**config.mk**
```make
export PLATFORM = sky130hd
export DESIGN_NAME = beep_seq_flat
export DESIGN_NICKNAME = d
export VERILOG_FILES = /design/src/rtl/beep_seq_if.sv /design/src/rtl/beep_seq.sv /design/src/flat_wrapper.sv
export SDC_FILE = /design/constraint.sdc
export NUM_CORES = 1
export LEC_CHECK = 0
export BUFFER_PORTS_ARGS = -buffer_cell sky130_fd_sc_hd__buf_2
export CORE_MARGIN = 1
export CORE_UTILIZATION = 44
export DETAILED_ROUTE_END_ITERATION = 8
export PLACE_DENSITY_LB_ADDON = 0.1
export SYNTH_ARGS = -nofsm -noshare
export SYNTH_HDL_FRONTEND = slang
export SYNTH_SLANG_ARGS = --single-unit
```
**constraint.sdc**
```tcl
create_clock -name sys_clk -period 9.1 [get_ports sys_clk]
set_input_delay 0.455 -clock sys_clk [delete_from_list [all_inputs] [get_ports sys_clk]]
set_output_delay 0.455 -clock sys_clk [all_outputs]
set_load 0.02 [all_outputs]
```
**src/rtl/beep_seq_if.sv**
```systemverilog
// ----------------------------------------------------------------------------
// beep_seq_if -- note request channel for the beep_seq buzzer sequencer.
//
// A note is a (half-period, duration) pair offered with a valid/ready
// handshake; it is transferred on any rising edge where both are high.
//
// Signals:
//   req_valid        producer -> sequencer  note request valid
//   req_ready        sequencer -> producer  note FIFO can accept a note
//   req_half_period  producer -> sequencer  tone half-period in clock cycles, 0 = rest
//   req_dur_ms       producer -> sequencer  note duration in milliseconds
//
// Modports:
//   master  the note producer
//   slave   the sequencer (beep_seq)
// ----------------------------------------------------------------------------
interface beep_seq_if #(
    parameter int HP_W  = 32,
    parameter int DUR_W = 16
);
    logic             req_valid;
    logic             req_ready;
    logic [HP_W-1:0]  req_half_period;
    logic [DUR_W-1:0] req_dur_ms;

    modport master (
        output req_valid,
        output req_half_period,
        output req_dur_ms,
        input  req_ready
    );

    modport slave (
        input  req_valid,
        input  req_half_period,
        input  req_dur_ms,
        output req_ready
    );
endinterface

```
**src/rtl/beep_seq.sv**
```systemverilog
// ----------------------------------------------------------------------------
// beep_seq -- queued buzzer note sequencer.
//
// Notes arrive over a valid/ready channel into a small FIFO and are played
// one after another as a square wave on an active-low buzzer output. Each
// note toggles the output every half-period clock cycles for a duration
// measured in milliseconds; a half-period of zero is a silent rest.
//
// Optional feature (compile-time macro BEEP_GAP_EN):
//   defined   -> a silent GAP of GAP_MS milliseconds follows every note
//   undefined -> the next queued note starts on the cycle after a note ends
//
// Parameters:
//   CLK_FREQ  sys_clk frequency in Hz (1 ms = CLK_FREQ/1000 cycles)
//   HP_W      half-period field width
//   DUR_W     duration field width (ms)
//   DEPTH     note FIFO depth, power of two, >= 2
//   GAP_MS    inter-note silence in ms (BEEP_GAP_EN builds only)
//
// Ports:
//   sys_clk     in   sole clock, rising edge
//   sys_rst_n   in   asynchronous active-low reset
//   req         if   note request channel (beep_seq_if.slave)
//   abort       in   flush the queue and silence the output
//   beep        out  buzzer drive, active-low, idles at 1
//   busy        out  high while a note/gap is in progress or notes are queued
//   fifo_level  out  number of queued notes
// ----------------------------------------------------------------------------
module beep_seq #(
    parameter int CLK_FREQ = 50_000_000,
    parameter int HP_W     = 32,
    parameter int DUR_W    = 16,
    parameter int DEPTH    = 4,
    parameter int GAP_MS   = 20
) (
    input  logic                     sys_clk,
    input  logic                     sys_rst_n,
    beep_seq_if.slave                req,
    input  logic                     abort,
    output logic                     beep,
    output logic                     busy,
    output logic [$clog2(DEPTH):0]   fifo_level
);

    localparam int PTR_W  = $clog2(DEPTH);
    localparam int LVL_W  = PTR_W + 1;
    localparam int MS_CYC = CLK_FREQ / 1000;
    localparam int MS_W   = (MS_CYC > 1) ? $clog2(MS_CYC) : 1;
    localparam logic [MS_W-1:0] MS_LAST = MS_W'(MS_CYC - 1);

    if (DEPTH < 2 || (DEPTH & (DEPTH - 1)) != 0) begin : g_bad_depth
        $error("beep_seq: DEPTH must be a power of two >= 2");
    end
    if (CLK_FREQ < 1000 || GAP_MS < 0) begin : g_bad_timing
        $error("beep_seq: CLK_FREQ must be >= 1000 and GAP_MS >= 0");
    end

`ifdef BEEP_GAP_EN
    localparam int GAP_W = (GAP_MS > 1) ? $clog2(GAP_MS) : 1;
    localparam logic [GAP_W-1:0] GAP_LAST = GAP_W'((GAP_MS > 0) ? GAP_MS - 1 : 0);

    typedef enum logic [1:0] {
        S_IDLE,
        S_TONE,
        S_GAP
    } state_t;
`else
    typedef enum logic {
        S_IDLE,
        S_TONE
    } state_t;
`endif

    // Note FIFO
    logic [HP_W-1:0]  mem_hp  [DEPTH];
    logic [DUR_W-1:0] mem_dur [DEPTH];
    logic [PTR_W-1:0] wr_ptr;
    logic [PTR_W-1:0] rd_ptr;
    logic [LVL_W-1:0] count;
    logic             rdy_en;
    logic             fifo_empty;
    logic             fifo_full;
    logic             push;
    logic             pop;

    // Note being played
    logic [HP_W-1:0]  hp_q;
    logic [DUR_W-1:0] dur_q;

    // Sequencer state and counters
    state_t           state;
    logic             beep_q;
    logic [HP_W-1:0]  tone_cnt;
    logic [MS_W-1:0]  ms_cnt;
    logic [DUR_W-1:0] dur_cnt;
`ifdef BEEP_GAP_EN
    logic [GAP_W-1:0] gap_cnt;
    logic             gap_end;
`endif
    logic             ms_tick;
    logic             tone_end;
    logic             tone_flip;

    assign fifo_empty = (count == '0);
    assign fifo_full  = (count == LVL_W'(DEPTH));

    // rdy_en keeps ready low for the whole time reset is asserted; it rises
    // on the first clock edge after release.
    assign req.req_ready = rdy_en && !fifo_full && !abort;
    assign push          = req.req_valid && req.req_ready;

    assign ms_tick   = (ms_cnt == MS_LAST);
    // A zero-length note ends on its first TONE cycle; otherwise the note
    // ends on the ms tick that completes its last millisecond.
    assign tone_end  = (dur_q == '0) || (ms_tick && (dur_cnt == dur_q - DUR_W'(1)));
    assign tone_flip = (hp_q != '0) && (tone_cnt == hp_q - HP_W'(1));
`ifdef BEEP_GAP_EN
    assign gap_end   = (GAP_MS == 0) || (ms_tick && (gap_cnt == GAP_LAST));
`endif

    // Head-of-queue fetch: from IDLE, or straight from the end of a tone
    // when there is no inter-note gap. abort suppresses any fetch.
    always_comb begin
        pop = 1'b0;
        if (!abort && !fifo_empty) begin
            if (state == S_IDLE) begin
                pop = 1'b1;
            end
`ifndef BEEP_GAP_EN
            if (state == S_TONE && tone_end) begin
                pop = 1'b1;
            end
`endif
        end
    end

    // FIFO pointers and occupancy
    always_ff @(posedge sys_clk or negedge sys_rst_n) begin
        if (!sys_rst_n) begin
            rdy_en <= 1'b0;
            wr_ptr <= '0;
            rd_ptr <= '0;
            count  <= '0;
        end else begin
            rdy_en <= 1'b1;
            if (abort) begin
                wr_ptr <= '0;
                rd_ptr <= '0;
                count  <= '0;
            end else begin
                if (push) begin
                    wr_ptr <= wr_ptr + PTR_W'(1);
                end
                if (pop) begin
                    rd_ptr <= rd_ptr + PTR_W'(1);
                end
                case ({push, pop})
                    2'b10:   count <= count + LVL_W'(1);
                    2'b01:   count <= count - LVL_W'(1);
                    default: count <= count;
                endcase
            end
        end
    end

    // FIFO storage and current-note registers (data only, no reset)
    always_ff @(posedge sys_clk) begin
        if (push) begin
            mem_hp[wr_ptr]  <= req.req_half_period;
            mem_dur[wr_ptr] <= req.req_dur_ms;
        end
        if (pop) begin
            hp_q  <= mem_hp[rd_ptr];
            dur_q <= mem_dur[rd_ptr];
        end
    end

    // Sequencer FSM with registered buzzer output
    always_ff @(posedge sys_clk or negedge sys_rst_n) begin
        if (!sys_rst_n) begin
            state    <= S_IDLE;
            beep_q   <= 1'b1;
            tone_cnt <= '0;
            ms_cnt   <= '0;
            dur_cnt  <= '0;
`ifdef BEEP_GAP_EN
            gap_cnt  <= '0;
`endif
        end else if (abort) begin
            state    <= S_IDLE;
            beep_q   <= 1'b1;
            tone_cnt <= '0;
            ms_cnt   <= '0;
            dur_cnt  <= '0;
`ifdef BEEP_GAP_EN
            gap_cnt  <= '0;
`endif
        end else begin
            case (state)
                S_IDLE: begin
                    if (pop) begin
                        state    <= S_TONE;
                        beep_q   <= 1'b1;
                        tone_cnt <= '0;
                        ms_cnt   <= '0;
                        dur_cnt  <= '0;
                    end
                end

                S_TONE: begin
                    if (tone_end) begin
                        // Output returns high on the cycle after the note,
                        // and every counter restarts from zero for whatever
                        // comes next.
                        beep_q   <= 1'b1;
                        tone_cnt <= '0;
                        ms_cnt   <= '0;
                        dur_cnt  <= '0;
`ifdef BEEP_GAP_EN
                        state    <= S_GAP;
                        gap_cnt  <= '0;
`else
                        state    <= pop ? S_TONE : S_IDLE;
`endif
                    end else begin
                        ms_cnt <= ms_tick ? '0 : ms_cnt + MS_W'(1);
                        if (ms_tick) begin
                            dur_cnt <= dur_cnt + DUR_W'(1);
                        end
                        if (tone_flip) begin
                            tone_cnt <= '0;
                            beep_q   <= ~beep_q;
                        end else if (hp_q != '0) begin
                            tone_cnt <= tone_cnt + HP_W'(1);
                        end
                    end
                end

`ifdef BEEP_GAP_EN
                S_GAP: begin
                    if (gap_end) begin
                        state   <= S_IDLE;
                        ms_cnt  <= '0;
                        gap_cnt <= '0;
                    end else begin
                        ms_cnt <= ms_tick ? '0 : ms_cnt + MS_W'(1);
                        if (ms_tick) begin
                            gap_cnt <= gap_cnt + GAP_W'(1);
                        end
                    end
                end
`endif

                default: begin
                    state <= S_IDLE;
                end
            endcase
        end
    end

    assign beep       = beep_q;
    assign busy       = (state != S_IDLE) || !fifo_empty;
    assign fifo_level = count;

endmodule

```
**src/flat_wrapper.sv**
```systemverilog
// flat-port wrapper written by rule: the top's interface ports become plain ports
module beep_seq_flat 
#(
    parameter int CLK_FREQ = 50_000_000,
    parameter int HP_W     = 32,
    parameter int DUR_W    = 16,
    parameter int DEPTH    = 4,
    parameter int GAP_MS   = 20
)
  (sys_clk, sys_rst_n, abort, beep, busy, fifo_level, req_req_valid, req_req_half_period, req_req_dur_ms, req_req_ready);
  beep_seq_if #(.HP_W(HP_W), .DUR_W(DUR_W)) req_i ();
  input  logic sys_clk;
  input  logic sys_rst_n;
  input  logic abort;
  output logic beep;
  output logic busy;
  output logic [$clog2(DEPTH):0] fifo_level;
  input wire logic [$bits(req_i.req_valid)-1:0] req_req_valid;
  input wire logic [$bits(req_i.req_half_period)-1:0] req_req_half_period;
  input wire logic [$bits(req_i.req_dur_ms)-1:0] req_req_dur_ms;
  output wire logic [$bits(req_i.req_ready)-1:0] req_req_ready;
  assign req_i.req_valid = req_req_valid;
  assign req_i.req_half_period = req_req_half_period;
  assign req_i.req_dur_ms = req_req_dur_ms;
  assign req_req_ready = req_i.req_ready;
  beep_seq #(.CLK_FREQ(CLK_FREQ), .HP_W(HP_W), .DUR_W(DUR_W), .DEPTH(DEPTH), .GAP_MS(GAP_MS)) u_core (.sys_clk(sys_clk), .sys_rst_n(sys_rst_n), .req(req_i), .abort(abort), .beep(beep), .busy(busy), .fifo_level(fifo_level));
endmodule
```
* Word-level counts from Yosys, hierarchy flattened
Memory sizes are Yosys's and may differ from the RTL's. A register that Yosys moved wholly into a read port is not among the register bits.
Cells that the tools add are included.
** Word-level totals
- Memories :: 2
- Bits in latches :: 0
- Flip-flop bits (word level) :: 74
- Output and inout port bits :: 6
- Bits in read-only memories :: 0
- Input bits :: 52
- Word-level logic and storage cells :: 88
- Bits in writable memories :: 192
** Cells by class
- Muxes and demuxes :: 35
- Reduce and logical (&&, ||, !) cells :: 21
- Equal/unequal tests :: 10
- Multiply operators :: 0
- Order comparisons :: 0
- Divide/modulo/power cells :: 0
- $add $sub $neg :: 9
- Bitwise logic cells :: 2
- Shifts and indexed selects :: 0
** Memory list
- u_core.mem_hp :: depth 4, bits a word 32, rd ports 1, clocked after Yosys merged registers in 1, wr ports 1, line beep_seq.sv:75 : logic [HP_W-1:0] mem_hp [DEPTH];
- u_core.mem_dur :: depth 4, bits a word 16, rd ports 1, clocked after Yosys merged registers in 1, wr ports 1, line beep_seq.sv:76 : logic [DUR_W-1:0] mem_dur [DEPTH];
** Operators by type and width (count)
- 32-bit two-way mux :: 5
- 16-bit two-way mux :: 7
- 16-bit case mux with 2 select lines :: 2
- 32-bit case mux with 2 select lines :: 1
- 16-bit by 1-bit adder with 16-bit output, second input constant :: 2
- 32-bit by 1-bit adder with 32-bit output, second input constant :: 1
- 32-bit == test :: 1
- 32-bit nonzero test :: 1
- 32-bit by 1-bit subtractor with 32-bit output, second input constant :: 1
- 16-bit == test :: 1
- 16-bit == test, second input constant :: 1
- 16-bit logical NOT :: 1
- 16-bit by 1-bit subtractor with 16-bit output, second input constant :: 1
- 1-bit two-way mux :: 12
- 2-bit two-way mux :: 4
- 4-bit inequality test, second input constant :: 2
- 1-bit logical AND :: 7
- 3-bit case mux with 2 select lines :: 1
- 2-bit AND reduction :: 3
- 5-bit inequality test, second input constant :: 1
- 2-bit by 1-bit adder with 2-bit output, second input constant :: 2
- 1-bit case mux with 2 select lines :: 2
- 2-bit nonzero test :: 2
- 3-bit by 1-bit adder with 3-bit output, second input constant :: 1
- 11 further kinds :: 15

* Logic depth before layout (Yosys ltp)
- Depth in word-level cells :: 11
- Gate-level depth with buffers :: 14
- Mapped depth without buffers :: 13

* Least setup slack after synthesis
Ideal clock, no wire load.
- Kind :: register to register
- Start point :: reg u_core.dur_q[0] (read register of u_core.mem_dur)
- End point :: reg u_core.dur_q[0] (read register of u_core.mem_dur), enable pin
- Arrival :: 4.326 ns
- Slack :: 4.320 ns
- Library setup time :: 0.454 ns
- Data required time :: 8.646 ns
- Path buffers :: 1
- Clock period less this slack :: 4.780 ns
- Stages on the path, launching flop included :: 10
- Path through :: edfxtp_1 inv_1 ha_1 clkbuf_1 a31oi_1 or4_1 a2111oi_0 o2111ai_1 a2bb2oi_1 nor2_1
** On the way
- Cells in the longest elaborated chain, start to end :: 7
- Elaborated cells on any way between the ends :: 8
- Those cells by class :: 1 x add/sub; 1 x eq/ne; 2 x mux; 4 x reduce/logical
** Ends and longest elaborated chain
- start, declared :: line beep_seq.sv:88 : logic [DUR_W-1:0] dur_q;
- 16-bit by 1-bit subtractor with 16-bit output :: line beep_seq.sv:115 : assign tone_end = (dur_q == '0) || (ms_tick && (dur_cnt == dur_q - DUR_W'(1)));
- 16-bit == test :: line beep_seq.sv:115
- 1-bit logical AND :: line beep_seq.sv:115
- 1-bit logical OR (*) :: line beep_seq.sv:115
- 1-bit logical AND (*) :: line beep_seq.sv:130 : if (state == S_TONE && tone_end) begin
- 1-bit two-way mux (*) :: line beep_seq.sv:130
- 1-bit two-way mux (*) :: line beep_seq.sv:125 : if (!abort && !fifo_empty) begin
- via u_core.pop :: line beep_seq.sv:84 : logic pop;
Mark *: on every way through the listed nets, which the timed path passes. The rest lies on a longest branch.
A chain may end at the register's enable or synchronous reset.

* Worst setup path in the final report
- Start point :: reg u_core.hp_q[0] (read register of u_core.mem_hp)
- End point :: reg u_core.tone_cnt[15]
** On the way
- Cells in the longest elaborated chain, start to end :: 7
- Elaborated cells on any way between the ends :: 10
- Those cells by class :: 1 x add/sub; 2 x eq/ne; 4 x mux; 3 x reduce/logical
** Ends and longest elaborated chain
- start, declared :: line beep_seq.sv:87 : logic [HP_W-1:0] hp_q;
- 32-bit by 1-bit subtractor with 32-bit output :: line beep_seq.sv:116 : assign tone_flip = (hp_q != '0) && (tone_cnt == hp_q - HP_W'(1));
- 32-bit == test :: line beep_seq.sv:116
- 1-bit logical AND :: line beep_seq.sv:116
- 32-bit two-way mux :: line beep_seq.sv:230 : if (tone_flip) begin
- 32-bit two-way mux :: line beep_seq.sv:211 : if (tone_end) begin
- 32-bit case mux with 2 select lines :: line beep_seq.sv:199 : case (state)
- 32-bit two-way mux :: line beep_seq.sv:189 : end else if (abort) begin
- end signal, assigned :: line beep_seq.sv:234 : tone_cnt <= tone_cnt + HP_W'(1);
- end, declared :: line beep_seq.sv:93 : logic [HP_W-1:0] tone_cnt;
Several ways; a longest one is shown, not always the timed one.

==> impl_metrics.ini <==
[status]
status = completed

[cts]
numCtsBuffers = 34
path_clk_slew_ns = 0.06
cts_tree = built
cts_root_buf = clkbuf_16
clk_latency_ns = 0.52
hold_buffers = 0
cts_setup_buffers = 0
cts_resized = 0
cts_buffer_depth = 3
htree_levels = 2
cts_sinks = 314

[placed_design]
gp_congestion = 0.828
io_buffers = 57
placed_cells = 1455
place_ws_ns = 4.64
dp_hpwl_mm = 18.8

[timing]
min_period_ns = 4.51
postLayoutSetupSlackWorst_ns = 4.59
hold_slack_ns = 0.0898
finalClockSkew_ns = 0.0113
post-route-period-util_pct = 49.6
fmax_mhz = 222
final-max-slew-violation-count = 0
setup_viol = 0
hold_viol = 0
rsz0062_at_grt = false
tightest_slew_ns = 0.992
max_slew_margin_pct = 33.9
fin_tns_setup_ns = 0

[yosys]
synth.net_count = 1094
synth_seq_cells = 314
synth_edf_count = 240
synth-async-reset-ratio_pct = 23.6
yosysWarnings = 0
ys.flop_type = edfxtp_1
synthCells = 1031
synth.avg_cell_area_um2 = 13.8
yosysSeqAreaShare_pct = 63.5
netlist-cell-type-count = 74
syn_area_mm2 = 0.0143

[critical_path]
critical_path.startpoint_type = flop
startpoint = u_core.hp_q[0]
rrSetupSlack_ns = 4.59
endpoint = u_core.tone_cnt[15]
path_cells = inv_1 > ha_1 > nor4b_2 > nand3_1 > nor3_1 > xnor2_1 > or4b_1 > or4_4 > nand2_1 > o221ai_1
crit_arrival_ns = 4.87
max_stage_delay_ns = 0.76
path_buf_inv = 1
crit_family = simple AND/OR/NAND/NOR gates
worstRegToRegCells = 10
worstSetupPathType = flop to flop
worst-path-stages = 10
cp.required_ns = 9.45
slowest_stage = or4_4
critical_path.max_fanout = 47
regToRegEndpoint = u_core.tone_cnt[15]
worst_setup_path_end_kind = flop
r2r-start = u_core.hp_q[0]

[finish]
fill_cells = 2723
instances_no_fill = 1517
utilization_pct = 50.4
multi_input_area_mm2 = 0.00489
final_layout_size_suffix_gt1_share_pct = 16.7
nets = 1152
ff_latch_area_mm2 = 0.00906
areaGrowthSynthToFinish_pct = 12.0

[grt]
grt_pass1_wl_mm = 48.0
gr-usage-all-layers_pct = 18.5
grt_pass1_vias = 8473
antenna_found_initial = 3
grt_overflow_total = 0
grt_start_max_net_pins = 75

[power_and_ir_drop]
combPwrFrac_pct = 19.8
swShare_pct = 28.6
p_clk_share_pct = 33.3
vdd_drop_max_v = 0.000155
p_switching_uw = 1090
seqPwrFrac_pct = 46.9
internal-power_uw = 2710
leakage_uw = 0.00536
power.density_mw_per_mm2 = 237

[floorplanning]
rows = 65
initial_core_util_pct = 45.0
io_pins = 58
core_area_mm2 = 0.0317
die_w_um = 182
die_h_um = 182
die_area_mm2 = 0.0331

[run]
cap_violations = 0

[routing]
vias_per_cell = 5.66
drtPass1Iterations = 5
vias = 8584
drc = 0
dr.first_iter.drc_count = 716
avgRoutedWirePerCell_um = 19.6
routed_wl_mm = 29.7
ant_nets = 0

[worst_hold_path]
min_path_type = primary input to asynchronous set/reset pin
[cell usage after synthesis (27+ instances only)]
cell type / count / area [um^2]
dfrtp_1: 73 / 1830
xor2_1: 33 / 289
mux4_2: 48 / 1080
nand2_1: 62 / 233
edfxtp_1: 240 / 7210
inv_1: 32 / 120
nor2_1: 76 / 285
xnor2_1: 52 / 455
clkbuf_1: 32 / 120
nand4_1: 27 / 169
nand3_1: 46 / 230
[per-stage QoR]
stage          power [uW]  cell area (um^2)
2_1_floorplan        2340             14300
3_3_place_gp         2570             15000
3_5_place_dp         2570             15000
4_1_cts              3840             16000
5_1_grt              3970             16000
6_report             3790             16000
[worst min-delay path by stage]
stage | start | endpoint | slack [ns]
detailed placement | u_core.ms_cnt[2] | u_core.ms_cnt[2] | 0.53
floorplan | sys_rst_n | u_core.dur_cnt[0] | 0.16
finish | sys_rst_n | u_core.ms_cnt[11] | 0.09
CTS | req_req_half_period[13] | u_core.mem_hp[2][13] | 0.13
global route | req_req_half_period[31] | u_core.mem_hp[3][31] | 0.13
global placement | u_core.ms_cnt[2] | u_core.ms_cnt[2] | 0.52
[layout by cell type (no fill, tap or decap), types with 7 or more instances in the layout]
master	count
nor4_1	13
o22ai_1	10
clkbuf_1	8
dfrtp_1	71
nor2_1	75
and3_1	17
xnor2_1	52
ha_1	10
clkinv_1	7
o21ai_1	7
a21oi_1	13
o31ai_1	7
nand3_1	46
nand4_1	27
or4_1	8
nor2b_1	8
buf_2	56
edfxtp_1	240
mux2i_1	13
nor3_1	20
and2_1	10
a31oi_1	20
or3_1	17
mux4_2	48
a32oi_1	9
buf_4	13
clkbuf_16	34
or2_2	8
nand2_1	62
inv_1	32
xor2_1	33
o21ai_0	21
[cells by family after synthesis]
family / Yosys count / share of synthesized area, %
and+or+nand+nor: 340 / 12.5
DFF: 314 / 63.5
AOI/OAI and AO/OA: 138 / 6.80
xor gates and xnor gates: 85 / 5.22
buffers and inverters: 79 / 2.29
muxes: 63 / 8.65
adders and majority gates: 11 / 1.02
other: 1 / 0.0263
[power groups by stage]
stage               Clock, uW  Combinational (uW)  Sequential [uW]
global route             1350                 829             1790
floorplan                   0                 557             1780
CTS                      1300                 769             1780
global placement            0                 761             1800
finish                   1260                 752             1780
detailed placement          0                 766             1810
[state kept, by name, summed over array words and instances (netlist names), 2 cells and up]
register / cells
u_core.mem_hp: 128
u_core.mem_dur: 64
u_core.hp_q: 32
u_core.tone_cnt: 32
u_core.dur_cnt: 16
u_core.dur_q: 16
u_core.ms_cnt: 16
u_core.fifo_level: 3
u_core.rd_ptr: 2
u_core.wr_ptr: 2
[per-layer routing]
metal | vias up | global-route usage [%] | part of all wire (%)
li1 | 4103 | - | -
met1 | 4284 | 28.2 | 50
met2 | 156 | 27.5 | 44
met3 | 41 | 3.45 | 4.6
met4 | 0 | 4.40 | 1.7
met5 | - | 0 | 0
[layout make-up]
type	instances	share of cell area [%]
sequential	314	56.7
antenna	3	0.0470
inverter	32	0.752
clock buffer	43	5.60
clock inverter	16	0.736
timing repair buffer	69	2.37
tap	402	3.15
multi-input combinational	638	30.6
Power figures use the tool's default switching activity.
